### src/rtl/resp_misr.sv
// Response compactor: folds a DUT output bus into a Galois MISR signature over a
// programmed number of valid samples, then compares it with a latched golden word.
module resp_misr #(
    parameter int                 WIDTH = 12,
    parameter int                 CNT_W = 16,
    parameter logic [WIDTH-1:0]   POLY  = 12'h053,
    parameter logic [WIDTH-1:0]   SEED  = 12'h000
) (
    input  logic             clk,
    input  logic             rst,
    input  logic             start,
    input  logic [CNT_W-1:0] len,
    input  logic [WIDTH-1:0] expect_sig,
    input  logic [WIDTH-1:0] in_y,
    input  logic             in_valid,
    output logic             busy,
    output logic             done,
    output logic [WIDTH-1:0] sig,
    output logic             match,
    output logic [CNT_W-1:0] count,
    output logic [1:0]       dbg_state
);

    // Handshake: start is accepted only in IDLE/DONE; in_valid folds in_y only in RUN.
    typedef enum logic [1:0] {
        IDLE = 2'd0,
        RUN  = 2'd1,
        DONE = 2'd2
    } state_t;

    state_t           state_q, state_d;
    logic [WIDTH-1:0] sig_q,   sig_d;
    logic [CNT_W-1:0] count_q, count_d;
    logic [CNT_W-1:0] len_q,   len_d;
    logic [WIDTH-1:0] exp_q,   exp_d;
    logic [WIDTH-1:0] fold;
    logic             last_sample;

    assign fold        = ({sig_q[WIDTH-2:0], 1'b0} ^ (sig_q[WIDTH-1] ? POLY : '0)) ^ in_y;
    // len_q is never zero in RUN, so the subtraction cannot underflow there.
    assign last_sample = (count_q == len_q - 1'b1);

    always_ff @(posedge clk) begin
        if (rst) begin
            state_q <= IDLE;
            sig_q   <= SEED;
            count_q <= '0;
            len_q   <= '0;
            exp_q   <= '0;
        end else begin
            state_q <= state_d;
            sig_q   <= sig_d;
            count_q <= count_d;
            len_q   <= len_d;
            exp_q   <= exp_d;
        end
    end

    always_comb begin
        state_d = state_q;
        sig_d   = sig_q;
        count_d = count_q;
        len_d   = len_q;
        exp_d   = exp_q;
        case (state_q)
            IDLE, DONE: begin
                if (start) begin
                    sig_d   = SEED;
                    count_d = '0;
                    len_d   = len;
                    exp_d   = expect_sig;
                    state_d = (len == '0) ? DONE : RUN;
                end
            end
            RUN: begin
                if (in_valid) begin
                    sig_d   = fold;
                    count_d = count_q + 1'b1;
                    if (last_sample) begin
                        state_d = DONE;
                    end
                end
            end
            default: state_d = IDLE;
        endcase
    end

    assign busy      = (state_q == RUN);
    assign done      = (state_q == DONE);
    assign sig       = sig_q;
    assign count     = count_q;
    assign match     = done && (sig_q == exp_q);
    assign dbg_state = state_q;

endmodule

### config.mk
export PLATFORM = sky130hd
export DESIGN_NAME = resp_misr
export DESIGN_NICKNAME = d
export VERILOG_FILES = /design/src/rtl/resp_misr.sv
export SDC_FILE = /design/constraint.sdc
export NUM_CORES = 1
export LEC_CHECK = 0
export ABC_AREA = 1
export BUFFER_PORTS_ARGS = -buffer_cell sky130_fd_sc_hd__buf_2
export CORE_MARGIN = 3
export CORE_UTILIZATION = 55
export CTS_BUF_LIST = sky130_fd_sc_hd__clkbuf_2 sky130_fd_sc_hd__clkbuf_4 sky130_fd_sc_hd__clkbuf_8
export CTS_CLUSTER_DIAMETER = 150
export DETAILED_ROUTE_END_ITERATION = 7
export PLACE_DENSITY_LB_ADDON = 0.1
export SLEW_MARGIN = 20
export SYNTH_ARGS = -nofsm -noshare
export SYNTH_HDL_FRONTEND = slang
export SYNTH_SLANG_ARGS = --single-unit
### constraint.sdc
create_clock -name clk -period 1.8 [get_ports clk]
set_input_delay 0.27 -clock clk [delete_from_list [all_inputs] [get_ports clk]]
set_output_delay 0.27 -clock clk [all_outputs]
set_load 0.05 [all_outputs]
# == Word level (Yosys, flattened, before mapping) ==
# Cells that the tools add are included.
# Widths: inputs -> output; s select.
# word_totals
wordCells,36
output_inout_bits,33
input_bits,44
ff_bits,58
# classes
n_reduce_logical,8
bitwise,2
n_mux,12
addsub,2
n_eq_ne,7
# op_table
op,n
$mux 16,2
$pmux 16 s2,1
$mux 12,2
$pmux 12 s2,1
$add 16x1->16 const B,1
$eq 16x16->1,1
$logic_not 16->1,1
$sub 16x1->16 const B,1
$eq 12x12->1,1
$xor 12x12->12,1
$xor 12x7->12,1
$mux 2,4
$mux 7,1
$reduce_and 3->1,2
$ne 2x2->1 const B,2
$pmux 2 s2,1
$eq 2x1->1 const B,1
$eq 2x2->1 const B,1
$logic_not 2->1,1
$ne 2x1->1 const B,1
$reduce_and 2->1,1
$reduce_bool 2->1,1
$reduce_or 2->1,1
$logic_and 1x1->1,1

# == Longest topological paths before layout ==
# Gate-level depths: netlist of run 1.
# depth
word_depth,5
ltp_mapped,14

# == Least setup slack after synthesis of run 1 ==
# OpenSTA, ideal clock, no wires.
# synth_path
path_kind,register to output
start,"reg state_q[1], in the netlist dbg_state[1]"
end,out match
n_path_buf,0
t_arrival_ns,3.242
slack_ns,-1.712
path_stages_with_launch,5
path_cell_list,dfxtp_1 inv_1 nor2_1 o211ai_1 nor4_1
# synth_between
elab_chain_len,2
# synth_lines
element,line,text
from (decl),31,"state_t state_q, state_d;"
from (signal assigned),51,state_q <= state_d;
$eq 2x2->1,89,assign done = (state_q == DONE);
net done,17,"output logic done,"
$logic_and 1x1->1,92,assign match = done && (sig_q == exp_q);
to (decl),19,"output logic match,"
# The timed path passes the listed nets, and every way through them passes these cells.

# == Worst setup path in the final report of run 1 ==
# layout_path
start,reg exp_q[9]
end,out match
# layout_between
elab_chain_len,2
# layout_lines
element,line,text
from (decl),35,"logic [WIDTH-1:0] exp_q, exp_d;"
from (signal assigned),55,exp_q <= exp_d;
$eq 12x12->1,92,
$logic_and 1x1->1,92,
# No other way between the ends.

==> results by group, run 1 <==
Status
  • Status: complete, but fails checks
  • Failing checks: negative setup slack

Drt
  • Detailed-route via count: 3194
  • WL per Instance: 13.07 um
  • M1 WL: 3.727 mm
  • DRT Pass-1 Iters: 5
  • Wire length on met2: 3.547 mm
  • Drt via density: 5.236
  • Number of DRC markers in iteration 0: 174
  • Routed wl met3: 548 um
  • DRC violations left: 0
  • ANT nets after route: 0
  • Top sig layer: met4
  • Routed WL: 7.972 mm

GRT
  • Vias in the first global route: 2926
  • Initial antenna violation count: 0
  • First-pass GRT wire length: 13.46 mm
  • Total gr overflow: 0
  • Pin count of the biggest net entering global routing: 45
  • All-Layer GR Usage: 26.15%

Yosys
  • Yosys warns: 0
  • EDFF count, synth: 0
  • Number of distinct library cells after synthesis: 36
  • Ys flop type: dfxtp_1
  • Number of cells produced by synthesis: 453
  • Synth Cell Area: 0.003142 mm2
  • Sequential share of the synthesized area: 36.96%
  • Synthesized flop and latch total: 58
  • Area leader, netlist: dfxtp_1
  • Synth area leaders: dfxtp_1 (37%), nand2_1 (9.9%), nor2_1 (7.3%), xor2_1 (6.7%), o21ai_0 (6.5%)
  • Fraction of registers with async set/reset: 0%
  • Top-area cell type share of the netlist area: 36.96%
  • Syn_area_per_cell: 6.935 um2
  • Post-synthesis net count: 499

Placed design
  • HPWL after DPL: 6.047 mm
  • Cell Area, Placed: 0.003674 mm2
  • GPL Wtd Cong: 0.9494
  • DP Worst Slack: 9.474 ps
  • Port Buffers: 76

Die
  • Initial Util: 59.25%
  • Die height: 81.58 um
  • Die width: 81.58 um
  • # IOs: 77
  • Die area: 0.006655 mm2
  • Core Rows: 26
  • Core area: 0.005303 mm2

Finish
  • Most common cell after layout, fill and taps aside: nand2_1
  • Fin nets: 581
  • Final instance area: 0.003963 mm2
  • Final Util: 74.73%
  • Share of layout cells above drive strength 1: 29.63%
  • Antenna cell count: 0
  • Most frequent cells in the layout: nand2_1 (82), buf_2 (75), nor2_1 (56)
  • P&R area growth vs syn: 26.13%

CTS
  • Max clock buf depth: 2
  • Worst-Skew Late Latency: 340 ps
  • Root Buffer: clkbuf_8
  • TritonCTS Buffers: 9
  • Max H-tree Level: 3
  • Clock Pin Slew Worst Setup and Hold Paths: 70 ps
  • CTS tree: yes
  • Total clock sinks: 58

Power and ir drop
  • Largest vdd supply drop: 0.5896 mV
  • Cell Pwr Density: 868.3 mW/mm2
  • P_leak: 1.834 nW
  • Tot Pwr: 3.441 mW

STA
  • Final Max Tran Viols: 0
  • Worst slew margin: 54.28%
  • Minimum clock period: 1839 ps
  • Final Hold Fails: 0
  • Worst hold margin: 189.3 ps
  • Final worst path period share: 102.2%
  • Fin Clk Skew: 6.035 ps
  • Final setup violation count: 1
  • Least-Margin Pin Slew: 685.0 ps
  • RSZ-0062 raised after global routing: yes
  • Upper clock frequency limit: 543.7 MHz
  • Final setup margin: -39.22 ps

Worst setup path
  • Slowest cell on the critical path: dfxtp_1
  • Worst-path cell chain: inv_2, o22ai_2, a211oi_2, nand3_1, nor4_4, buf_6
  • CP Launch Type: register
  • Crit path arrival time: 1570 ps
  • Worst setup path class: reg2out
  • Worst path required time: 1530 ps
  • Worst-path fanout max: 3
  • Setup crit end kind: output pin
  • Largest stage delay, worst path: 310 ps

Job
  • Maxcap violations: 0

Hold path
  • HP Class: in2reg
==> worst max-delay path, delay by kind of cell, from the launching register on <==
family / cells / cell delay [ps]
AND/OR/NAND/NOR: 2 / 380
flip-flops: 1 / 310
AO/OA/AOI/OAI: 2 / 260
buffers and inverters: 2 / 280
==> final cells by class <==
cell class                 instances  area (um2)
clock buffer                      10       131.4
clock inverter                     6       81.33
fill                             408        1340
inverter                          49       186.4
multi-input combinational        333        1833
sequential                        58        1196
tap                               70       87.58
timing repair buffer              84       446.7
==> report_power, final <==
| group | leakage, nW | switching, mW | internal, mW |
|---|---|---|---|
| combinational | 1.24 | 0.454 | 0.263 |
| clock | 0.107 | 0.508 | 0.785 |
| sequential | 0.484 | 0.0787 | 1.35 |
| total | 1.83 | 1.04 | 2.40 |
==> flip-flops by register name (all words and copies together), names as in the netlist <==
| name | cells |
|---|---|
| exp_q | 12 |
| len_q | 16 |
| count | 16 |
| dbg_state | 2 |
| sig | 12 |
==> path summary, 6_finish.rpt <==
| kind | start | to | slack [ps] | cells after the start |
|---|---|---|---|---|
| hold / removal | expect_sig[8] | exp_q[8] | 190 | 3 |
| setup reg to reg | len_q[0] | dbg_state[1] | 160 | 11 |
| setup / recovery | exp_q[9] | match | -40 | 6 |
| hold reg to reg | count[0] | count[0] | 490 | 1 |
==> synth_stat cells (all sizes together) (5+ instances only) <==
master,n
nor3,10
nor2,71
a21oi,41
nor4,5
o21ai,46
nand2,90
dfxtp,58
inv,48
xnor2,7
clkbuf,12
xor2,24
nand3,16
==> layer usage <==
layer	track usage, %	up-vias
met1	36.41	1422
met4	10.47	0
met5	0	-
met2	40.31	121
li1	-	1636
met3	4.276	15
==> kinds of logic (layout without fill, tap and decap cells) <==
logic type / Yosys count / count (layout) / share of synthesized area [%]
simple gates: 199 / 199 / 28.79
fa+ha+maj: 2 / 2 / 0.7964
flops: 58 / 58 / 36.96
compound gates: 101 / 101 / 17.40
buf+inv: 62 / 149 / 7.407
xor+xnor: 31 / 31 / 8.642
==> through the flow <==
stage	TNS, ps	std cells
4_1_cts	-49.27	610
6_report	-39.22	610
2_1_floorplan	-340.3	453
3_5_place_dp	0	593
5_1_grt	-109.4	610
3_3_place_gp	0	593
==> repair_timing <==
action / in CTS / in global routing
setup buffers: 1 / 0
endpoints found under the setup margin: 2 / 3
pin swaps: 3 / 3
hold buffers: 0 / 0
gates resized for setup: 12 / 11
Power figures use the tool's default switching activity.
==> run 2: changes to the inputs <==
Settings changed: BUFFER_PORTS_ARGS -buffer_cell sky130_fd_sc_hd__buf_2 to not set, CORE_UTILIZATION 55 to 60, DONT_BUFFER_PORTS set to 1, SKIP_CTS_REPAIR_TIMING set to 1.
==> results by group, run 2 (synthesis gave the netlist of run 1 again) <==
Status
  • Status: complete, but fails checks
  • Failing checks: negative hold slack, negative setup slack

Hold path
  • HP Class: in2reg

STA
  • Worst hold margin: -2.912 ps (-192.2 ps)
  • Upper clock frequency limit: 521.2 MHz (-4.1%)
  • Least-Margin Pin Slew: 504.1 ps (-180.9 ps)
  • Minimum clock period: 1919 ps (+79.46 ps)
  • Final worst path period share: 106.6% (+4.4 points)
  • Fin Clk Skew: 8.642 ps (+2.606 ps)
  • Worst slew margin: 66.08% (+12 points)
  • Final setup violation count: 3 (+2)
  • Final setup margin: -118.7 ps (-79.46 ps)
  • RSZ-0062 raised after global routing: yes
  • Final Hold Fails: 1 (+1)
  • Final Max Tran Viols: 0 (unchanged)

Worst setup path
  • Worst-path fanout max: 3 (unchanged)
  • Worst path required time: 1530 ps (about the same)
  • Setup crit end kind: output pin
  • Worst setup path class: reg2out
  • Flop-to-flop setup slack: -60 ps (-220 ps)
  • Crit path arrival time: 1650 ps (+80 ps)
  • CP Launch Type: register

Finish
  • Most common cell after layout, fill and taps aside: nand2_1
  • Fill cells: 367 (-10%)
  • Share of layout cells above drive strength 1: 22.58% (-7.0 points)
  • Most frequent cells in the layout: nand2_1 (81), nor2_1 (54), dfxtp_1 (44)
  • Antenna cell count: 0 (unchanged)
  • Fin nets: 537 (-7.6%)
  • P&R area growth vs syn: 20.59%

Placed design
  • GPL Wtd Cong: 0.9131 (-3.8%)
  • HPWL after DPL: 6.298 mm (+4.1%)
  • Port Buffers: 0 (-100%)
  • DP Worst Slack: 16.09 ps (+6.613 ps)

Drt
  • WL per Instance: 15.67 um (+20%)
  • Drt via density: 5.622 (+7.4%)
  • Detailed-route via count: 3165 (-0.91%)
  • DRC violations left: 0 (unchanged)
  • ANT nets after route: 0 (unchanged)
  • Number of DRC markers in iteration 0: 290 (+67%)
  • DRT Pass-1 Iters: 5 (unchanged)
  • Routed WL: 8.825 mm (+11%)

GRT
  • Vias in the first global route: 3011 (+2.9%)
  • Pin count of the biggest net entering global routing: 45 (unchanged)
  • First-pass GRT wire length: 13.65 mm (+1.4%)
  • All-Layer GR Usage: 28.14% (+2.0 points)
  • Initial antenna violation count: 0 (unchanged)
  • Total gr overflow: 0 (unchanged)

CTS
  • Clock Pin Slew Worst Setup and Hold Paths: 70 ps (about the same)
  • Root Buffer: clkbuf_8
  • TritonCTS Buffers: 9 (unchanged)
  • CTS tree: yes
  • Max H-tree Level: 3 (unchanged)
  • Worst-Skew Late Latency: 340 ps (about the same)
  • Total clock sinks: 58 (unchanged)
  • Max clock buf depth: 2 (unchanged)

Die
  • Die height: 78.36 um (-3.9%)
  • Die width: 78.36 um (-3.9%)
  • Die area: 0.006140 mm2 (-7.7%)
  • Core area: 0.004880 mm2 (-8.0%)
  • # IOs: 77 (unchanged)
  • Initial Util: 64.38% (+5.1 points)
  • Core Rows: 25 (-3.8%)

Power and ir drop
  • Cell Pwr Density: 874.9 mW/mm2 (+0.75%)
  • Largest vdd supply drop: 0.6930 mV (+18%)
  • P_leak: 1.641 nW (-11%)
  • Tot Pwr: 3.315 mW (-3.7%)

Job
  • Maxcap violations: 0 (unchanged)
## run 2: area by class of cell
cell class	instances	area (um2)	area share, %
multi-input cells	333	1819	48.02
inverters	49	186.4	4.921
clock buffers	12	146.4	3.864
flip-flops and latches	58	1189	31.37
well taps	67	83.83	2.213
clock inverters	4	42.54	1.123
repair buffers	40	321.6	8.487
## run 2: worst max-delay path, stage by stage, from the launching register on
cell,delay (ps)
dfxtp_2,320
inv_2,70
nor2_2,50
a211oi_2,220
nand3_1,150
nor4_4,320
buf_12,180
## run 2: layer usage
metal	global-route usage (%)	up-vias	wire length [um]
met1	37.82	1434	3714
met5	0	-	0
met4	11.71	0	200
li1	-	1542	-
met2	43.75	165	4053
met3	6.078	24	856
## run 2: stage by stage
stage               setup TNS [ps]  util, %  area (um2)  hold WS (ps)  cells
floorplan                   -340.3        -        3212         424.1    453
global placement                 0    72.28        3527         333.1    544
detailed placement               0    72.28        3527         334.6    544
CTS                         -333.9    76.15        3716        -25.33    560
global route                -392.9    77.64        3789         2.357    563
finish                      -186.7    77.64        3789        -2.912    563
## run 2: worst paths after layout
path / end / cells past startpoint / startpoint
setup reg to reg: dbg_state[1] / 14 / len_q[0]
hold / removal: sig[7] / 1 / rst
hold reg to reg: exp_q[1] / 2 / exp_q[1]
setup / recovery: match / 6 / exp_q[1]
## run 2: where the power goes
group / internal [mW] / switching, mW
Combinational: 0.240 / 0.467
Sequential: 1.36 / 0.0728
Clock: 0.674 / 0.505
Total: 2.27 / 1.04
==> run 3: changes to the inputs <==
Settings changed: CORE_ASPECT_RATIO set to 1.75.
==> results by group, run 3 (synthesis gave the netlist of run 1 again) <==
Drt
  • Drt via density: 5.644 (+0.40%)
  • Routed WL: 9.031 mm (+2.3%)
  • Detailed-route via count: 3155 (-0.32%)
  • DRC violations left: 0 (unchanged)
  • ANT nets after route: 0 (unchanged)
  • DRT Pass-1 Iters: 5 (unchanged)
  • WL per Instance: 16.16 um (+3.1%)
  • Number of DRC markers in iteration 0: 114 (-61%)

CTS
  • CTS tree: yes
  • Max H-tree Level: 3 (unchanged)
  • Max clock buf depth: 2 (unchanged)
  • Total clock sinks: 58 (unchanged)
  • Clock Pin Slew Worst Setup and Hold Paths: 70 ps (about the same)
  • TritonCTS Buffers: 9 (unchanged)
  • Worst-Skew Late Latency: 330 ps (about the same)
  • Root Buffer: clkbuf_8

Power and ir drop
  • P_leak: 1.716 nW (+4.5%)
  • Cell Pwr Density: 866.8 mW/mm2 (-0.92%)
  • Largest vdd supply drop: 0.6436 mV (-7.1%)

STA
  • Final setup margin: -169.9 ps (-51.26 ps)
  • Final setup violation count: 1 (-2)
  • Minimum clock period: 1970 ps (+51.26 ps)
  • Least-Margin Pin Slew: 527.1 ps (+22.97 ps)
  • RSZ-0062 raised after global routing: yes
  • Final worst path period share: 109.4% (+2.8 points)
  • Final Max Tran Viols: 0 (unchanged)
  • Worst slew margin: 64.75% (-1.3 points)
  • Final Hold Fails: 0 (-1)
  • Upper clock frequency limit: 507.6 MHz (-2.6%)
  • Fin Clk Skew: 5.692 ps (-2.950 ps)

Worst setup path
  • Worst-path fanout max: 3 (unchanged)
  • Crit path arrival time: 1700 ps (+50 ps)
  • Setup crit end kind: output pin
  • Worst setup path class: reg2out
  • Worst path required time: 1530 ps (about the same)
  • CP Launch Type: register
  • Flop-to-flop setup slack: 90 ps (+150 ps)

GRT
  • First-pass GRT wire length: 13.52 mm (-0.96%)
  • GR Layer Usage met1: 26.76% (-11 points)
  • Grt peak-use layer: met2
  • Vias in the first global route: 3091 (+2.7%)
  • Initial antenna violation count: 0 (unchanged)
  • Total gr overflow: 0 (unchanged)
  • Met3 Use GR: 7.526% (+1.4 points)
  • All-Layer GR Usage: 29.61% (+1.5 points)
  • Pin count of the biggest net entering global routing: 33 (-27%)
  • GR Layer Usage met2: 53.92% (+10 points)

Finish
  • Most frequent cells in the layout: nand2_1 (79), nor2_1 (52), buf_4 (46)
  • Most common cell after layout, fill and taps aside: nand2_1
  • Final instance area: 0.003926 mm2 (+3.6%)
  • Fin cells: 559 (-0.71%)
  • Antenna cell count: 0 (unchanged)
  • P&R area growth vs syn: 24.97%
  • Share of layout cells above drive strength 1: 26.93% (+4.4 points)
  • Fin nets: 547 (+1.9%)

Job
  • Maxcap violations: 0 (unchanged)

Placed design
  • HPWL after DPL: 6.817 mm (+8.2%)
  • Placed Cells incl. Taps: 537 (-1.3%)
  • GPL Wtd Cong: 0.9389 (+2.8%)
  • Port Buffers: 0 (unchanged)
  • Cell Area, Placed: 0.003556 mm2 (+0.82%)

Hold path
  • HP Class: in2reg

Die
  • Die height: 101.7 um (+30%)
  • Initial Util: 62.59% (-1.8 points)
  • Die area: 0.006175 mm2 (+0.56%)
  • Core Rows: 34 (+36%)
  • Core area: 0.005020 mm2 (+2.9%)
  • Die width: 60.70 um (-23%)
  • # IOs: 77 (unchanged)

Status
  • Failing checks: negative setup slack
  • Status: complete, but fails checks
## run 3: critical path, stage by stage (launching register included)
cell and delay, ps:
dfxtp_2 320, inv_2 80, o22ai_2 80, a211oi_2 250, nand3_2 130, nor4_4 340, buf_12 180
## run 3: per-layer routing
metal	up-vias	wire length [um]
met5	-	0
met4	0	607
li1	1564	-
met1	1427	2960
met2	121	4913
met3	43	550
## run 3: path summary, 6_finish.rpt
| check | end | cells past startpoint | startpoint |
|---|---|---|---|
| max reg2reg | dbg_state[1] | 12 | len_q[0] |
| max | match | 6 | exp_q[9] |
| min | exp_q[11] | 2 | expect_sig[11] |
| min reg2reg | count[0] | 1 | count[0] |
## run 3: cell type report
type / instances / area (um2)
Inverter: 49 / 188.9
Clock buffer: 12 / 158.9
Tap cell: 54 / 67.56
Clock inverter: 3 / 40.04
Sequential cell: 58 / 1200
Timing Repair Buffer: 50 / 395.4
Multi-Input combinational cell: 333 / 1876
Fill cell: 405 / 1094
## run 3: metrics by stage
| step | util, % | hold slack, ps | power [mW] | TNS (ps) | worst slack, ps |
|---|---|---|---|---|---|
| after floorplan | - | 424.1 | 1.946 | -340.3 | -126.2 |
| after global placement | 70.84 | 333.9 | 2.102 | 0 | 75.08 |
| after detailed placement | 70.84 | 336.1 | 2.117 | 0 | 34.02 |
| after CTS | 74.80 | -30.30 | 3.337 | -226.2 | -226.2 |
| after global routing | 78.22 | 103.0 | 3.570 | -299.3 | -252.4 |
| final | 78.22 | 101.1 | 3.403 | -169.9 | -169.9 |
## run 3: power breakdown
part	internal, mW	switching [mW]	leakage [nW]
Clock	0.718	0.500	0.106
Sequential	1.36	0.0824	0.485
Combinational	0.279	0.467	1.13
